--- config.mk ---
export PLATFORM = sky130hd
export DESIGN_NAME = cpu19_sequencer
export DESIGN_NICKNAME = d
export VERILOG_FILES = /design/src/rtl/cpu19_pkg.sv /design/src/rtl/cpu19_decode.sv /design/src/rtl/cpu19_sequencer.sv
export SDC_FILE = /design/constraint.sdc
export NUM_CORES = 1
export LEC_CHECK = 0
export BUFFER_PORTS_ARGS = -buffer_cell sky130_fd_sc_hd__buf_4
export CORE_MARGIN = 3
export CORE_UTILIZATION = 55
export DETAILED_ROUTE_END_ITERATION = 7
export PLACE_DENSITY = 0.91
export SLEW_MARGIN = 20
export SYNTH_ARGS = -nofsm -noshare
export SYNTH_HDL_FRONTEND = slang
export SYNTH_SLANG_ARGS = --single-unit
--- constraint.sdc ---
create_clock -name clk -period 4.5 [get_ports clk]
set_input_delay 0.225 -clock clk [delete_from_list [all_inputs] [get_ports clk]]
set_output_delay 0.225 -clock clk [all_outputs]
set_load 0.03 [all_outputs]
--- src/rtl/cpu19_pkg.sv ---
// cpu19_pkg: shared definitions for the 19-bit CPU control path.
//   - instruction field positions and widths
//   - opcode constants used by the classifier
//   - sequencer state enumeration
package cpu19_pkg;

    localparam int INSN_W = 19;

    // Instruction fields: opcode[18:14] r1[13:11] r2[10:8] r3[7:5] imm5[4:0]
    localparam int OPC_HI = 18;
    localparam int OPC_LO = 14;
    localparam int OPC_W  = 5;
    localparam int R1_HI  = 13;
    localparam int R1_LO  = 11;
    localparam int R2_HI  = 10;
    localparam int R2_LO  = 8;
    localparam int R3_HI  = 7;
    localparam int R3_LO  = 5;
    localparam int IMM_HI = 4;
    localparam int IMM_LO = 0;
    localparam int IMM_W  = 5;
    localparam int JMP_W  = 14;   // jump target is ir[13:0]

    // Opcode map
    localparam logic [OPC_W-1:0] OP_ALU_LAST   = 5'b01010;  // ALU is 00000..01010
    localparam logic [OPC_W-1:0] OP_LOAD       = 5'b01011;
    localparam logic [OPC_W-1:0] OP_STORE      = 5'b01100;
    localparam logic [OPC_W-1:0] OP_JUMP       = 5'b11000;
    localparam logic [OPC_W-1:0] OP_HALT       = 5'b11111;
    localparam logic [2:0]       OP_BRANCH_PFX = 3'b101;    // opcode[4:2]

    typedef enum logic [2:0] {
        ST_FETCH  = 3'd0,
        ST_DECODE = 3'd1,
        ST_EXEC   = 3'd2,
        ST_MEM    = 3'd3,
        ST_HALT   = 3'd4
    } state_t;

endpackage

--- src/rtl/cpu19_decode.sv ---
// cpu19_decode: combinational opcode classifier.
// Ports:
//   opcode      in  5  instruction opcode field
//   is_alu      out 1  00000..01010
//   is_load     out 1  01011
//   is_store    out 1  01100
//   is_branch   out 1  opcode[4:2] == 101
//   is_jump     out 1  11000
//   is_halt     out 1  11111
//   is_illegal  out 1  none of the above
module cpu19_decode
    import cpu19_pkg::*;
(
    input  logic [OPC_W-1:0] opcode,
    output logic             is_alu,
    output logic             is_load,
    output logic             is_store,
    output logic             is_branch,
    output logic             is_jump,
    output logic             is_halt,
    output logic             is_illegal
);

    assign is_alu     = (opcode <= OP_ALU_LAST);
    assign is_load    = (opcode == OP_LOAD);
    assign is_store   = (opcode == OP_STORE);
    assign is_branch  = (opcode[4:2] == OP_BRANCH_PFX);
    assign is_jump    = (opcode == OP_JUMP);
    assign is_halt    = (opcode == OP_HALT);
    assign is_illegal = ~(is_alu | is_load | is_store | is_branch | is_jump | is_halt);

endmodule

--- src/rtl/cpu19_sequencer.sv ---
// cpu19_sequencer: multi-cycle FETCH/DECODE/EXEC/MEM control sequencer.
// Owns pc and ir, drives the shared memory port (req/ready) and the
// register-file write strobe.
// Optional feature macro: CPU19_TRAP_EN (illegal opcode halts with trap=1;
// when undefined, illegal opcodes execute as NOPs and trap is tied 0).
// Ports:
//   clk, rst_n              clock, asynchronous active-low reset
//   mem_req/mem_we/mem_addr memory request, store flag, address
//   mem_ready, mem_rdata    access completion and read data
//   dp_addr                 load/store effective address from the datapath
//   br_cond                 branch condition, sampled in EXEC
//   ir, pc                  instruction register, program counter
//   rf_we, wb_sel           register write strobe, writeback source select
//   halted, trap            sticky stop and illegal-opcode flags
module cpu19_sequencer
    import cpu19_pkg::*;
#(
    parameter int ADDR_W = 16   // must be >= 14 so a jump target fits
) (
    input  logic              clk,
    input  logic              rst_n,
    output logic              mem_req,
    output logic              mem_we,
    output logic [ADDR_W-1:0] mem_addr,
    input  logic              mem_ready,
    input  logic [INSN_W-1:0] mem_rdata,
    input  logic [ADDR_W-1:0] dp_addr,
    input  logic              br_cond,
    output logic [INSN_W-1:0] ir,
    output logic [ADDR_W-1:0] pc,
    output logic              rf_we,
    output logic              wb_sel,
    output logic              halted,
    output logic              trap
);

    state_t              state_reg, state_next;
    logic [ADDR_W-1:0]   pc_reg, pc_next;
    logic [INSN_W-1:0]   ir_reg, ir_next;
    logic [ADDR_W-1:0]   br_off;
    logic [ADDR_W-1:0]   jmp_target;

    logic is_alu, is_load, is_store, is_branch, is_jump, is_halt, is_illegal;

    cpu19_decode u_decode (
        .opcode     (ir_reg[OPC_HI:OPC_LO]),
        .is_alu     (is_alu),
        .is_load    (is_load),
        .is_store   (is_store),
        .is_branch  (is_branch),
        .is_jump    (is_jump),
        .is_halt    (is_halt),
        .is_illegal (is_illegal)
    );

    assign br_off = {{(ADDR_W-IMM_W){ir_reg[IMM_HI]}}, ir_reg[IMM_HI:IMM_LO]};

    // Built by field assignment so ADDR_W == 14 needs no zero-width pad.
    always_comb begin
        jmp_target              = '0;
        jmp_target[JMP_W-1:0]   = ir_reg[JMP_W-1:0];
    end

`ifdef CPU19_TRAP_EN
    logic trap_reg, trap_next;
`endif

    always_comb begin
        state_next = state_reg;
        pc_next    = pc_reg;
        ir_next    = ir_reg;
`ifdef CPU19_TRAP_EN
        trap_next  = trap_reg;
`endif
        case (state_reg)
            ST_FETCH: begin
                if (mem_ready) begin
                    ir_next    = mem_rdata;
                    pc_next    = pc_reg + ADDR_W'(1);
                    state_next = ST_DECODE;
                end
            end
            ST_DECODE: state_next = ST_EXEC;
            ST_EXEC: begin
                state_next = ST_FETCH;
                if (is_branch && br_cond) pc_next = pc_reg + br_off;
                if (is_jump)              pc_next = jmp_target;
                if (is_load || is_store)  state_next = ST_MEM;
                if (is_halt)              state_next = ST_HALT;
                if (is_illegal) begin
`ifdef CPU19_TRAP_EN
                    state_next = ST_HALT;
                    trap_next  = 1'b1;
`else
                    state_next = ST_FETCH;
`endif
                end
            end
            ST_MEM: begin
                if (mem_ready) state_next = ST_FETCH;
            end
            ST_HALT: state_next = ST_HALT;
            default: state_next = ST_FETCH;
        endcase
    end

    always_ff @(posedge clk or negedge rst_n) begin
        if (!rst_n) begin
            state_reg <= ST_FETCH;
            pc_reg    <= '0;
            ir_reg    <= '0;
        end else begin
            state_reg <= state_next;
            pc_reg    <= pc_next;
            ir_reg    <= ir_next;
        end
    end

`ifdef CPU19_TRAP_EN
    always_ff @(posedge clk or negedge rst_n) begin
        if (!rst_n) trap_reg <= 1'b0;
        else        trap_reg <= trap_next;
    end
    assign trap = trap_reg;
`else
    assign trap = 1'b0;
`endif

    // The reset state is FETCH, so the request decode is qualified with
    // rst_n: the port goes idle the instant reset asserts and stays idle
    // while it is held.
    assign mem_req  = rst_n && ((state_reg == ST_FETCH) || (state_reg == ST_MEM));
    assign mem_we   = rst_n && (state_reg == ST_MEM) && is_store;
    assign mem_addr = (state_reg == ST_MEM) ? dp_addr : pc_reg;

    // Load writeback strobes only in the completing cycle of the access.
    assign rf_we  = ((state_reg == ST_EXEC) && is_alu) ||
                    ((state_reg == ST_MEM) && is_load && mem_ready);
    assign wb_sel = (state_reg == ST_MEM) && is_load;
    assign halted = (state_reg == ST_HALT);

    assign ir = ir_reg;
    assign pc = pc_reg;

endmodule

Yosys cells after proc, flatten, opt, wreduce, memory -nomap -nowiden
Index checks and enable logic that the tools add are counted.
W data, S select, Z words.

storage, ports and cells
  bits in registers = 38
  input port bits = 39
  output and inout bits = 57

cells by class
  add/subtract/negate cells = 2
  magnitude comparators = 1
  eq/ne operators = 12
  mux-type cells = 11
  bitwise gates (word level) = 5
  reduce and logical (&&, ||, !) cells = 15

operator list
  kind                     number
  $mux W16                 4
  $pmux W16 S2             1
  $add A16 B1 Y16 const B  1
  $add A16 B16 Y16         1
  $pmux W3 S5              1
  $mux W3                  4
  $eq A5 B4 Y1 const B     2
  $eq A5 B5 Y1 const B     2
  $logic_and A1 B1 Y1      7
  $eq A3 B2 Y1 const B     2
  $eq A3 B3 Y1 const B     2
  $le A5 B4 Y1 const B     1
  $or A1 B1 Y1             5
  $ne A2 B2 Y1 const B     2
  $reduce_and A2 Y1        2
  $eq A3 B1 Y1 const B     1
  $logic_not A3 Y1         1
  $logic_or A1 B1 Y1       3
  $ne A3 B2 Y1 const B     1
  $reduce_and A3 Y1        1
  $mux W2                  1
  $reduce_bool A2 Y1       1

Logic depth before layout (Yosys ltp)
  word-level depth = 8
  depth in mapped cells = 10
  gate-level depth less buffers = 10

Modules after synthesis
From an unflattened synthesis, not the netlist that was laid out.

unflattened totals
  cells, all modules = 422
  area total of the unflattened synthesis = 3,111.7 um2

modules (own cells, without submodules)
  module           times used  cells each  area each (um2)  sequential area each (um2)
  cpu19_sequencer  1           406         3,021.6          950.9
  cpu19_decode     1           16          90.1             0.0

Least setup slack after synthesis
No wires, ideal clock.

  kind = register to register
  start = reg ir_reg[4] (netlist: ir[4])
  end = reg pc_reg[15] (netlist: pc[15])
  data arrival time = 2.770 ns
  setup slack = 1.607 ns
  cell stages (with the launch flop) = 9
  path buffers = 0
  period minus slack after synthesis = 2.893 ns
  cell sequence = dfrtp_1 ha_1 a21o_1 o21bai_2 o21a_1 o32a_1 xor2_1 mux2_4 a211o_1

on the way
  longest elaborated chain between the ends = 4

ends and longest elaborated chain
  item                    line                    text
  start, declared         cpu19_sequencer.sv:39   logic [INSN_W-1:0] ir_reg, ir_next;
  start signal, assigned  cpu19_sequencer.sv:115  ir_reg <= ir_next;
  $add A16 B16 Y16        cpu19_sequencer.sv:86   if (is_branch && br_cond) pc_next = pc_reg + br_off;
  $mux W16                cpu19_sequencer.sv:86
  $mux W16                cpu19_sequencer.sv:87   if (is_jump) pc_next = jmp_target;
  $pmux W16 S2            cpu19_sequencer.sv:75   case (state_reg)
  end signal, assigned    cpu19_sequencer.sv:114  pc_reg <= pc_next;
  end, declared           cpu19_sequencer.sv:38   logic [ADDR_W-1:0] pc_reg, pc_next;

No other way between the ends. The select of a mux whose other input is x is not followed.
A chain may end at the register's enable or synchronous reset.

Worst setup path after layout
Same ends and word-level chain as after synthesis.

==> run metrics <==
Die W=78.9 microns; TritonCTS clock tree=yes; setup TNS=0 ns; mapped cell area=2920 sq um; CTS max path bufs=2; Layout Skew=0.00573 ns; post-synthesis sequential area ratio=32.5%; path type of the worst setup path=reg2reg; ys flop type=dfrtp_1; Synth area leader=dfrtp_1; I/O pin count=96; top cells by area, synth=dfrtp_1 33%, mux2_2 13%, ha_1 6.9%; Mean Syn Cell Area=8.91 sq um; Num CTS Buffers=5; Final min period=2.96 ns; share of the synthesized area in the top cell type=32.5%; Starting Density=59.5%; fmax=0.338 GHz; initial antenna violation count=0; clk sinks=38; final WL=8.44 mm; CP endpoint kind=register; DR DRC count=0; FILL cells=351; Die Area=6220 sq um; library cells used by synthesis=54; CP arrival=3.14 ns; share of cells above drive strength 1=35.2%; Cells after Synth=328; vias in the first global route=2904; clock-pin slew on the worst setup and hold paths=0.08 ns; Max FO, Critical Path=15; final weighted congestion in routability-driven placement=0.866; Max-Cap Viols=0; Core Area=4910 sq um; CP top delay family=compound AO/OA/AOI/OAI gates; startpoint types=register; Synthesized Nets=384; Largest register FFs=19; critical path buffer and inverter count=0; Worst-Skew Late Latency=0.30 ns; Hold Path Class=in2reg; antenna diode count=0; Slowest-stage cell, CP=dfrtp_1; critical path cell sequence=ha_1, a21o_1, o21bai_2, o21a_1, o32a_1, xor2_1, mux2_4, a211o_1; CP required=4.69 ns; grt ovf=0; synth warn=0; top cells by count, synth=38 x dfrtp_1, 34 x mux2_2, 29 x a21oi_1, 26 x nor2_1, 24 x o21ai_0; slowest stage delay, CP=0.71 ns; number of flops mapped to enable cells by yosys=0; wire length of the first global-routing pass=13.9 mm; Vias=3030; worst relative slew slack=42.2%; post-layout net count=473; Synth Register Bits=38; worst slew pin tran=0.864 ns; FF-to-FF setup slack=1.54 ns; Final HPWL DP=6.34 mm; most common cell in the netlist=dfrtp_1; via/cell ratio=6.25; CTS H-tree lvls=2; 1st-iter DRT viols=360; Detailed Routing Iterations Pass 1=5; Final Hold Vio Count=0; WL/cell=17.4 microns; Total GRT Usage=27.9%; period utilisation layout=65.7%; max-slew violations=0; status=finished clean; Detail Route Antenna Nets=0; Die H=78.9 microns; Port Buf Inserts=94; largest net degree at the start of global routing=41; Final setup viols=0; hold_ws=0.143 ns; RSZ-0062 raised after global routing=false; Post-synth ARST share=100%; row count=25; CTS Root Cell=clkbuf_8; Area Growth Syn to Fin=29.3%
## path summary, 6_finish.rpt
check,start,to,depth (start not counted)
hold / removal,mem_rdata[1],ir[1],3
max in group asynchronous,rst_n,pc[4],2
setup / recovery,ir[4],pc[15],8
setup reg to reg,ir[4],pc[15],8
min in group asynchronous,rst_n,state_reg[2],2
hold reg to reg,ir[7],ir[7],1
## worst reg2reg max path: stages, from the launching register on
cell,delay [ns]
dfrtp_1,0.71
ha_1,0.39
a21o_1,0.21
o21bai_2,0.21
o21a_1,0.19
o32a_1,0.35
xor2_1,0.18
mux2_4,0.32
a211o_1,0.28
## timing repair
item,4_1_cts,5_1_grt
setup endpoints to repair,0,0
hold buffers,1,0
buffers inserted,0,0
resized for setup,0,0
hold endpoints to repair,38,0
## layout by cell type, fill, tap and decap left out, drive strengths merged, types with 3 or more instances in the layout
cell    Yosys  layout
nor3b       4       4
and3        6       6
a211oi      3       3
buf         3      98
clkbuf     14       5
ha         16      16
o22ai       3       3
nand4b      3       3
inv         9       9
xor2        5       5
a21oi      29      29
a21o        5       5
o21ai      24      24
o211ai      3       3
or2         3       3
nor2       26      26
nor3        6       6
a31oi       8       8
nand3      11      11
nand4       9       9
o21a        3       3
xnor2       8       8
mux2       35      35
dfrtp      38      38
nor2b       3       3
nand2      20      20
## cell families after synthesis
family | synth area share, %
compound gates | 20.8
xor+xnor | 3.90
fa+ha+maj | 7.54
buf+inv | 3.51
flops | 32.5
mux | 14.0
other cells | 0.128
simple gates | 17.6
## stage by stage
step	cell area, sq um	utilization (%)	worst slack (ns)	cells
5_1_grt	3780	76.9	1.43	485
6_report	3780	76.9	1.54	485
3_3_place_gp	3680	74.9	1.66	476
3_5_place_dp	3680	74.9	1.57	476
4_1_cts	3780	76.9	1.55	485
2_1_floorplan	2920	-	1.61	328
## final cells by class
type / count / area [sq um] / area share [%]
tap: 67 / 83.8 / 2.22
multi-input combinational: 264 / 1870 / 49.6
clock buffer: 5 / 68.8 / 1.82
sequential: 38 / 951 / 25.2
clock inverter: 3 / 21.3 / 0.563
inverter: 9 / 33.8 / 0.894
timing repair buffer: 99 / 746 / 19.7
## layer usage
| metal | wire [microns] | GRT usage, % | up-vias |
|---|---|---|---|
| met5 | 0 | 0 | - |
| met4 | 149 | 7.04 | 0 |
| met3 | 718 | 5.33 | 18 |
| met2 | 4000 | 46.1 | 154 |
| met1 | 3560 | 37.9 | 1449 |
| li1 | - | - | 1409 |
Power is not shown: default switching activity piles up to over one toggle a cycle in this logic, so the estimate is an artifact.
